## config.mk

```make
export PLATFORM = sky130hd
export DESIGN_NAME = color_matrix_stream
export DESIGN_NICKNAME = d
export VERILOG_FILES = /design/src/rtl/color_matrix_pkg.sv /design/src/rtl/color_matrix_mac.sv /design/src/rtl/color_matrix_stream.sv
export SDC_FILE = /design/constraint.sdc
export NUM_CORES = 1
export LEC_CHECK = 0
export BUFFER_PORTS_ARGS = -buffer_cell sky130_fd_sc_hd__buf_2
export CAP_MARGIN = 0
export CORE_UTILIZATION = 65
export CTS_CLUSTER_SIZE = 10
export DETAILED_ROUTE_END_ITERATION = 8
export GPL_ROUTABILITY_DRIVEN = 0
export HOLD_SLACK_MARGIN = 0.05
export PLACE_DENSITY = 0.86
export SYNTH_ARGS = -nofsm -noshare
export SYNTH_HDL_FRONTEND = slang
export SYNTH_SLANG_ARGS = --single-unit
export TNS_END_PERCENT = 30
```

## constraint.sdc

```tcl
create_clock -name clk -period 13.5 [get_ports clk]
set_clock_uncertainty 0.05 [all_clocks]
set_input_delay 1.35 -clock clk [delete_from_list [all_inputs] [get_ports clk]]
set_output_delay 1.35 -clock clk [all_outputs]
set_load 0.005 [all_outputs]
```

## src/rtl/color_matrix_pkg.sv

```systemverilog
// Shared types, coefficient tables and helpers for the streaming colour-matrix block.
package color_matrix_pkg;

   typedef enum logic [1:0] {
      MODE_PASS  = 2'd0,
      MODE_SEPIA = 2'd1,
      MODE_GRAY  = 2'd2,
      MODE_NEG   = 2'd3
   } mode_t;

   typedef enum logic {
      ST_IDLE   = 1'b0,
      ST_ACTIVE = 1'b1
   } state_t;

   localparam int unsigned BASE_FRAC = 10;

   // Reference coefficients in Q0.10, rows are output channels R,G,B
   localparam int unsigned SEPIA_Q10 [3][3] = '{
      '{402, 787, 194},
      '{357, 702, 172},
      '{279, 547, 134}
   };
   localparam int unsigned GRAY_Q10 [3] = '{306, 601, 117};

   // Coefficient for (output o, input i) rescaled to coef_w fraction bits
   function automatic int unsigned coef_val(input mode_t m, input logic [1:0] o,
                                            input logic [1:0] i, input int unsigned coef_w);
      int unsigned q10;
      q10 = 0;
      case (m)
         MODE_SEPIA: q10 = SEPIA_Q10[o][i];
         MODE_GRAY:  q10 = GRAY_Q10[i];
         default:    q10 = (o == i) ? (1 << BASE_FRAC) : 0;
      endcase
      if (coef_w >= BASE_FRAC)
         return q10 << (coef_w - BASE_FRAC);
      else
         return (q10 + (1 << (BASE_FRAC - coef_w - 1))) >> (BASE_FRAC - coef_w);
   endfunction

   function automatic int unsigned saturate(input int unsigned v, input int unsigned maxv);
      return (v > maxv) ? maxv : v;
   endfunction

endpackage

```

## src/rtl/color_matrix_mac.sv

```systemverilog
// One output channel: three products, sum, shift and saturate, with a bypass for negative mode.
// COLOR_MATRIX_ROUND_EN selects round-half-up instead of truncation before the shift.
module color_matrix_mac
   import color_matrix_pkg::*;
#(
   parameter int unsigned PIX_W  = 8,
   parameter int unsigned COEF_W = 10
)(
   input  logic                      clk,
   input  logic                      rst,
   input  logic                      en,
   input  logic [3*PIX_W-1:0]        pix,
   input  logic [3*(COEF_W+1)-1:0]   coef,
   input  logic                      bypass,
   input  logic [PIX_W-1:0]          bypass_pix,
   output logic [PIX_W-1:0]          res
);

   localparam int unsigned CW       = COEF_W + 1;
   localparam int unsigned PROD_W   = PIX_W + CW;
   localparam int unsigned SUM_W    = PIX_W + COEF_W + 2;
   localparam int unsigned SHR_W    = SUM_W - COEF_W;
   localparam int unsigned PIX_MAX  = (1 << PIX_W) - 1;
`ifdef COLOR_MATRIX_ROUND_EN
   localparam logic [SUM_W-1:0] RND = SUM_W'(1) << (COEF_W - 1);
`else
   localparam logic [SUM_W-1:0] RND = '0;
`endif

   logic [PROD_W-1:0] prod [3];
   logic              bypass_q;
   logic [PIX_W-1:0]  bypass_pix_q;
   logic [SUM_W-1:0]  sum;
   logic [SHR_W-1:0]  shr;

   // Identity rows can reach 2^COEF_W, so the sum needs two guard bits
   always_comb begin
      sum = SUM_W'(prod[0]) + SUM_W'(prod[1]) + SUM_W'(prod[2]) + RND;
      shr = sum[SUM_W-1:COEF_W];
   end

   always_ff @(posedge clk) begin
      if (rst) begin
         for (int k = 0; k < 3; k++)
            prod[k] <= '0;
         bypass_q     <= 1'b0;
         bypass_pix_q <= '0;
         res          <= '0;
      end else if (en) begin
         for (int k = 0; k < 3; k++)
            prod[k] <= PROD_W'(pix[k*PIX_W +: PIX_W]) * PROD_W'(coef[k*CW +: CW]);
         bypass_q     <= bypass;
         bypass_pix_q <= bypass_pix;
         res          <= bypass_q ? bypass_pix_q : PIX_W'(saturate(32'(shr), PIX_MAX));
      end
   end

endmodule

```

## src/rtl/color_matrix_stream.sv

```systemverilog
// Streaming per-pixel RGB colour transform with frame tracking and valid/ready backpressure.
// Rounding before the shift is enabled by defining COLOR_MATRIX_ROUND_EN.
module color_matrix_stream
   import color_matrix_pkg::*;
#(
   parameter int unsigned PIX_W  = 8,
   parameter int unsigned COEF_W = 10,
   parameter int unsigned WIDTH  = 768,
   parameter int unsigned HEIGHT = 512
)(
   input  logic                 clk,
   input  logic                 rst,
   input  logic [1:0]           sel,
   input  logic                 in_valid,
   output logic                 in_ready,
   input  logic                 in_sof,
   input  logic [3*PIX_W-1:0]   in_pix,
   output logic                 out_valid,
   input  logic                 out_ready,
   output logic [3*PIX_W-1:0]   out_pix,
   output logic                 out_eol,
   output logic                 out_eof,
   output logic                 frame_err
);

   localparam int unsigned CW    = COEF_W + 1;
   localparam int unsigned COL_W = (WIDTH  > 1) ? $clog2(WIDTH)  : 1;
   localparam int unsigned ROW_W = (HEIGHT > 1) ? $clog2(HEIGHT) : 1;

   state_t             state;
   mode_t              mode;
   logic [COL_W-1:0]   col;
   logic [ROW_W-1:0]   row;

   logic               accept;
   logic               start;
   mode_t              cur_mode;
   logic [COL_W-1:0]   cur_col;
   logic [ROW_W-1:0]   cur_row;
   logic               last_col;
   logic               last_row;

   logic               s1_valid, s1_eol, s1_eof;
   logic [3*PIX_W-1:0] s1_pix;
   mode_t              s1_mode;
   logic               s2_valid, s2_eol, s2_eof;
   logic [3*CW-1:0]    coef_row [3];

   // The whole pipeline moves as one; a full output stage blocks everything behind it
   assign in_ready = !out_valid || out_ready;
   assign accept   = in_valid && in_ready;

   // A pixel starts a frame on in_sof, or implicitly when it arrives while idle
   always_comb begin
      start    = in_sof || (state == ST_IDLE);
      cur_mode = in_sof ? mode_t'(sel) : mode;
      cur_col  = start ? '0 : col;
      cur_row  = start ? '0 : row;
      last_col = (cur_col == COL_W'(WIDTH - 1));
      last_row = (cur_row == ROW_W'(HEIGHT - 1));
   end

   // Frame FSM, position counters, mode register and sticky error flag
   always_ff @(posedge clk) begin
      if (rst) begin
         state     <= ST_IDLE;
         mode      <= MODE_PASS;
         col       <= '0;
         row       <= '0;
         frame_err <= 1'b0;
      end else if (accept) begin
         if (in_sof)
            mode <= mode_t'(sel);
         if ((in_sof && state == ST_ACTIVE) || (!in_sof && state == ST_IDLE))
            frame_err <= 1'b1;
         if (last_col) begin
            col <= '0;
            if (last_row) begin
               row   <= '0;
               state <= ST_IDLE;
            end else begin
               row   <= cur_row + ROW_W'(1);
               state <= ST_ACTIVE;
            end
         end else begin
            col   <= cur_col + COL_W'(1);
            row   <= cur_row;
            state <= ST_ACTIVE;
         end
      end
   end

   // Stage valids and frame tags travel alongside the arithmetic in the MACs
   always_ff @(posedge clk) begin
      if (rst) begin
         s1_valid  <= 1'b0;
         s1_eol    <= 1'b0;
         s1_eof    <= 1'b0;
         s1_pix    <= '0;
         s1_mode   <= MODE_PASS;
         s2_valid  <= 1'b0;
         s2_eol    <= 1'b0;
         s2_eof    <= 1'b0;
         out_valid <= 1'b0;
         out_eol   <= 1'b0;
         out_eof   <= 1'b0;
      end else if (in_ready) begin
         s1_valid  <= accept;
         s1_eol    <= accept && last_col;
         s1_eof    <= accept && last_col && last_row;
         s1_pix    <= in_pix;
         s1_mode   <= cur_mode;
         s2_valid  <= s1_valid;
         s2_eol    <= s1_eol;
         s2_eof    <= s1_eof;
         out_valid <= s2_valid;
         out_eol   <= s2_eol;
         out_eof   <= s2_eof;
      end
   end

   // Coefficients packed {R,G,B} to line up with the pixel channels
   always_comb begin
      for (int o = 0; o < 3; o++) begin
         coef_row[o] = '0;
         for (int i = 0; i < 3; i++)
            coef_row[o][(2-i)*CW +: CW] = CW'(coef_val(s1_mode, 2'(o), 2'(i), COEF_W));
      end
   end

   for (genvar o = 0; o < 3; o++) begin : g_ch
      color_matrix_mac #(
         .PIX_W  (PIX_W),
         .COEF_W (COEF_W)
      ) u_mac (
         .clk        (clk),
         .rst        (rst),
         .en         (in_ready),
         .pix        (s1_pix),
         .coef       (coef_row[o]),
         .bypass     (s1_mode == MODE_NEG),
         .bypass_pix (~s1_pix[(2-o)*PIX_W +: PIX_W]),
         .res        (out_pix[(2-o)*PIX_W +: PIX_W])
      );
   end

endmodule

```

After elaboration in Yosys (flattened, before gate mapping):

Memory sizes are Yosys's and may differ from the RTL's.
Index checks and enable logic that the tools add are counted.

* word-level logic and storage cells: 112
* memories: 3
* register bits: 107
* bits in writable memories: 171
* output and inout port bits: 29
* input bits: 31

* multiply operators: 9
* add/subtract/negate cells: 8
* bitwise logic cells: 13
* equal/unequal tests: 5
* magnitude comparators: 3
* mux-type cells: 37
* reduce and logical (&&, ||, !) cells: 11

Memories
* g_ch[0].u_mac.prod: depth 3, width 19, rd ports 3, clocked after Yosys merged registers in 0, write ports 3, line color_matrix_mac.sv:30 `logic [PROD_W-1:0] prod [3];`
* g_ch[1].u_mac.prod: depth 3, width 19, rd ports 3, clocked after Yosys merged registers in 0, write ports 3, line color_matrix_mac.sv:30
* g_ch[2].u_mac.prod: depth 3, width 19, rd ports 3, clocked after Yosys merged registers in 0, write ports 3, line color_matrix_mac.sv:30

Operators by type and width (number)
* $mux W19: 9
* $pmux W11 S2: 3
* $add A19 B19 Y20: 3
* $add A20 B19 Y20: 3
* $mul A8 B11 Y19: 3
* $mux W8: 6
* $pmux W10 S2: 2
* $mul A8 B10 Y18: 2
* $pmux W9 S2: 2
* $mul A8 B9 Y17: 2
* $mul A8 B8 Y16: 2
* $pmux W8 S2: 2
* $gt A10 B8 Y1 const B: 3
* $mux W9: 3
* $not A8 Y8: 3
* $mux W10: 2
* $add A10 B1 Y10 const B: 1
* $eq A10 B10 Y1 const B: 1
* $add A9 B1 Y9 const B: 1
* $eq A9 B9 Y1 const B: 1
* $or A1 B1 Y1: 9
* $mux W1: 7
* $logic_and A1 B1 Y1: 5
* $eq A2 B2 Y1 const B: 2
* other kinds (6): 9

Depth between registers and ports, before layout:

* depth after elaboration: 6
* depth in mapped cells: 22
* mapped depth without buffers: 21

By module:

A second synthesis with hierarchy kept.

* cell total of the unflattened synthesis: 4200
* area total of the unflattened synthesis: 39086.2 um2

Modules (own cells, without submodules)
* color_matrix_mac (g_ch[0].u_mac): instances 1, seq. area each 2052.0 um2, cells an instance 1313, area each 12275.5 um2
* color_matrix_mac (g_ch[2].u_mac): instances 1, seq. area each 2052.0 um2, cells an instance 1284, area each 12162.9 um2
* color_matrix_mac (g_ch[1].u_mac): instances 1, seq. area each 2052.0 um2, cells an instance 1247, area each 11910.2 um2
* color_matrix_stream: instances 1, seq. area each 1161.1 um2, cells an instance 356, area each 2737.6 um2

Least setup slack after synthesis:

Ideal clock, no wire load.

* kind: input-to-reg
* start: in rst
* end: mem g_ch[0].u_mac.prod[0][10] (netlist bit), enable pin
* data arrival time: 4.787 ns
* required time: 12.948 ns
* path slack: 8.161 ns
* setup time: 0.502 ns
* stages: 4
* path buffers: 2
* path through: clkbuf_1 nor2_1 clkbuf_1 inv_1

RTL lines
* from (decl): line color_matrix_stream.sv:12 `input logic rst,`
* to (decl): line color_matrix_mac.sv:30

==> results_dict.tcl <==
set metrics [dict create \
    run_status "finished with violations" \
    violations "DRC" \
    hpwl_um 54300 \
    worstHoldPathCells 2 \
    viasPerCell 6.11 \
    regArea_um2 6650 \
    cts-htree-levels 2 \
    utilization_pct 70.7 \
    portBuffers 59 \
    ios 60 \
    ant_nets 0 \
    final_max_slew_viol_count 0 \
    drive_gt1_share_pct 4.75 \
    synth-edff-count 150 \
    grt_max_degree 79 \
    worst_pin_slew_ns 1.25 \
    yosys.area.top_type "fa_1" \
    ys_async_sr_fraction_pct 0 \
    syn_inst 2801 \
    drt-initial-drc-count 1730 \
    worstSetupPathType "reg2reg" \
    final_nets 3617 \
    multi_input_area_um2 18300 \
    ctsHoldBuffers 0 \
    core_area_um2 41000 \
    min_to "g_ch[2].u_mac.res[2]$_SDFFE_PP0N_" \
    vias 20746 \
    ys_seq_area_share_pct 24.5 \
    grt_use_met2_pct 58.0 \
    powerDensity_nw_per_um2 84.3 \
    ctsRootBufferMaster "clkbuf_16" \
    setup_ws_ns 7.04 \
    syn-cell-area_um2 27200 \
    post-place-ws_ns 7.30 \
    global_route.usage.met1_pct 42.0 \
    grt_antenna_before_repair 0 \
    cts_sinks 257 \
    ys.flop_type "edfxtp_1" \
    p_leak_nw 15.7 \
    cap_violations 0 \
    fin_cells 3397 \
    setup_violations 0 \
    cts_resized 0 \
    initial_core_util_pct 66.2 \
    die_w_um 206 \
    hold_start "g_ch[2].u_mac.res[2]$_SDFFE_PP0N_" \
    start_kind "flop" \
    gr-usage-met3_pct 6.09 \
    drc 6 \
    max_freq_mhz 155 \
    wl_per_cell_um 20.6 \
    fillers 2770 \
    tritoncts "yes" \
    maxSlewHeadroom_pct 16.5 \
    grt_pass1_wl_um 113000 \
    busiest_layer "met2" \
    critPathRequiredTime_ns 13.72 \
    die_area_um2 42600 \
    hold_path_class "reg2reg" \
    clockBufferDepth 3 \
    yosysWarnings 0 \
    synth_top_area_share_pct 21.6 \
    dieHeight_um 206 \
    first_pass_iters 7 \
    rr_startpoint "s1_mode[0]$_SDFFE_PP0N_" \
    ir_drop_mv 0.0969 \
    period_needed_ns 6.46 \
    grt-ovfl-total 0 \
    holdWs_ns 0.394 \
    ys_seq_elements 257 \
    finalSetupTns_ns 0 \
    syn_area_per_cell_um2 9.70 \
    cts-buffers-inserted 34 \
    ys_top_cells_by_area "fa_1 22%, ha_1 21%, edfxtp_1 17%" \
    place_inst 3338 \
    clkLatencyLatePin_ns 0.56 \
    crit_fanout 25 \
    areaGrowthSynthToFinish_pct 6.75 \
    grt_pass1_vias 22069 \
    clk_pin_slew_ns 0.05 \
    wirelength_um 70100 \
    finalCritPeriodShare_pct 47.9 \
    arrival_ns 6.68 \
    worst-r2r-cell-count 18 \
    rr_endpoint "g_ch[2].u_mac.prod[0][12]$_SDFFCE_PN0P_" \
    n_antenna_cell 0 \
    rrSetupSlack_ns 7.04 \
    grt_usage_pct 34.7 \
    end_kind "flop" \
    rsz0062_at_grt "false" \
    ys_types 70 \
    postCtsSetupBuffers 0 \
    hold_violations 0 \
    num_rows 74 \
]
placed cells by master, fill, tap and decap left out, types with 10 or more instances in the layout:
cell type    n
a21oi_1    142
o21bai_1    12
nor2b_1     27
a31oi_1     15
nand2b_1    21
dfxtp_1    107
clkbuf_1    13
xnor2_1     53
o21ai_0     87
o221ai_1    13
a211oi_1    33
nand2_1    210
and2_1      70
xor2_1      45
buf_2       58
a21boi_0    10
nand3_1     30
nor3_1      55
ha_1       451
edfxtp_1   150
buf_4       12
a21o_1      39
or3_1       15
fa_1       293
clkbuf_16   34
inv_1      530
nor2_1     188
cell usage after synthesis, types with 9 or more instances:
master / count
inv_1: 532
ha_1: 451
fa_1: 293
nand2_1: 210
nor2_1: 190
edfxtp_1: 150
a21oi_1: 142
dfxtp_1: 107
o21ai_0: 87
and2_1: 70
clkbuf_1: 61
nor3_1: 55
xnor2_1: 53
xor2_1: 45
a21o_1: 39
a211oi_1: 33
nand3_1: 30
nor2b_1: 28
nand2b_1: 22
a31oi_1: 15
or3_1: 15
o221ai_1: 13
o21bai_1: 12
a21boi_0: 10
and3_1: 9
nor3b_1: 9
worst max-delay path by stage:
stage	from	endpoint	slack, ns	depth (start not counted)
floorplan	rst	g_ch[0].u_mac.prod[0][10]$_SDFFCE_PN0P_	8.16	4
global placement	s1_mode[0]$_SDFFE_PP0N_	g_ch[1].u_mac.prod[0][15]$_SDFFCE_PN0P_	7.58	18
detailed placement	s1_mode[0]$_SDFFE_PP0N_	g_ch[2].u_mac.prod[0][12]$_SDFFCE_PN0P_	7.30	18
CTS	s1_mode[0]$_SDFFE_PP0N_	g_ch[2].u_mac.prod[0][12]$_SDFFCE_PN0P_	7.27	18
global route	s1_mode[0]$_SDFFE_PP0N_	g_ch[2].u_mac.prod[0][12]$_SDFFCE_PN0P_	6.76	18
finish	s1_mode[0]$_SDFFE_PP0N_	g_ch[2].u_mac.prod[0][12]$_SDFFCE_PN0P_	7.04	18
critical path: stages (launching register included):
cell and delay [ns]:
dfxtp_1 0.34, inv_1 0.06, ha_1 0.99, nand2_1 0.35
inv_1 0.43, fa_1 0.25, inv_1 0.06, fa_1 0.53
inv_1 0.05, ha_1 0.31, fa_1 0.49, ha_1 0.35
a21oi_1 0.22, o21ai_0 0.17, a21oi_1 0.35, o21ai_0 0.26
a2111oi_0 0.58, o21ai_0 0.17, nor3b_1 0.16
flip-flops by register name, summed over array words and instances, names as in the netlist, 2 cells and up:
name                     cells
g_ch.u_mac.prod            150
g_ch.u_mac.bypass_pix_q     24
g_ch.u_mac.res              24
s1_pix                      24
col                         10
row                          9
mode                         2
s1_mode                      2
cell type report:
class                   count  share of cell area (%)
inverters                 532                    6.91
repair buffers             70                    1.31
clock inverters            10                   0.250
well taps                 532                    2.30
multi-input cells        1947                    63.1
flip-flops and latches    257                    22.9
clock buffers              49                    3.20
metal layers:
layer / share of wire [%] / routed length [µm]
met1: 37 / 26100
met2: 48 / 33400
met3: 8.6 / 6020
met5: 0 / 0
met4: 6.5 / 4540
per-stage QoR:
stage          instance area, µm²  power (mW)
2_1_floorplan               27200        1.39
3_3_place_gp                28000        1.56
3_5_place_dp                28000        1.59
4_1_cts                     29000        2.44
5_1_grt                     29000        2.55
6_report                    29000        2.44
where the power goes:
group          internal, mW  switching, mW  total [mW]
Sequential            0.900         0.0548       0.955
Combinational         0.256          0.390       0.646
Clock                 0.480          0.362       0.842
logic make-up after synthesis:
kind of cell             Yosys count  share of synthesized area (%)
other                              2                         0.0277
AO/OA/AOI/OAI                    413                           9.58
AND/OR/NAND/NOR                  678                           11.8
flip-flops                       257                           24.5
XOR/XNOR                          98                           3.16
multiplexers                       8                          0.299
buffers and inverters            601                           8.31
adder cells (fa/ha/maj)          744                           42.4
No activity file was read; power rests on OpenSTA's default activity.
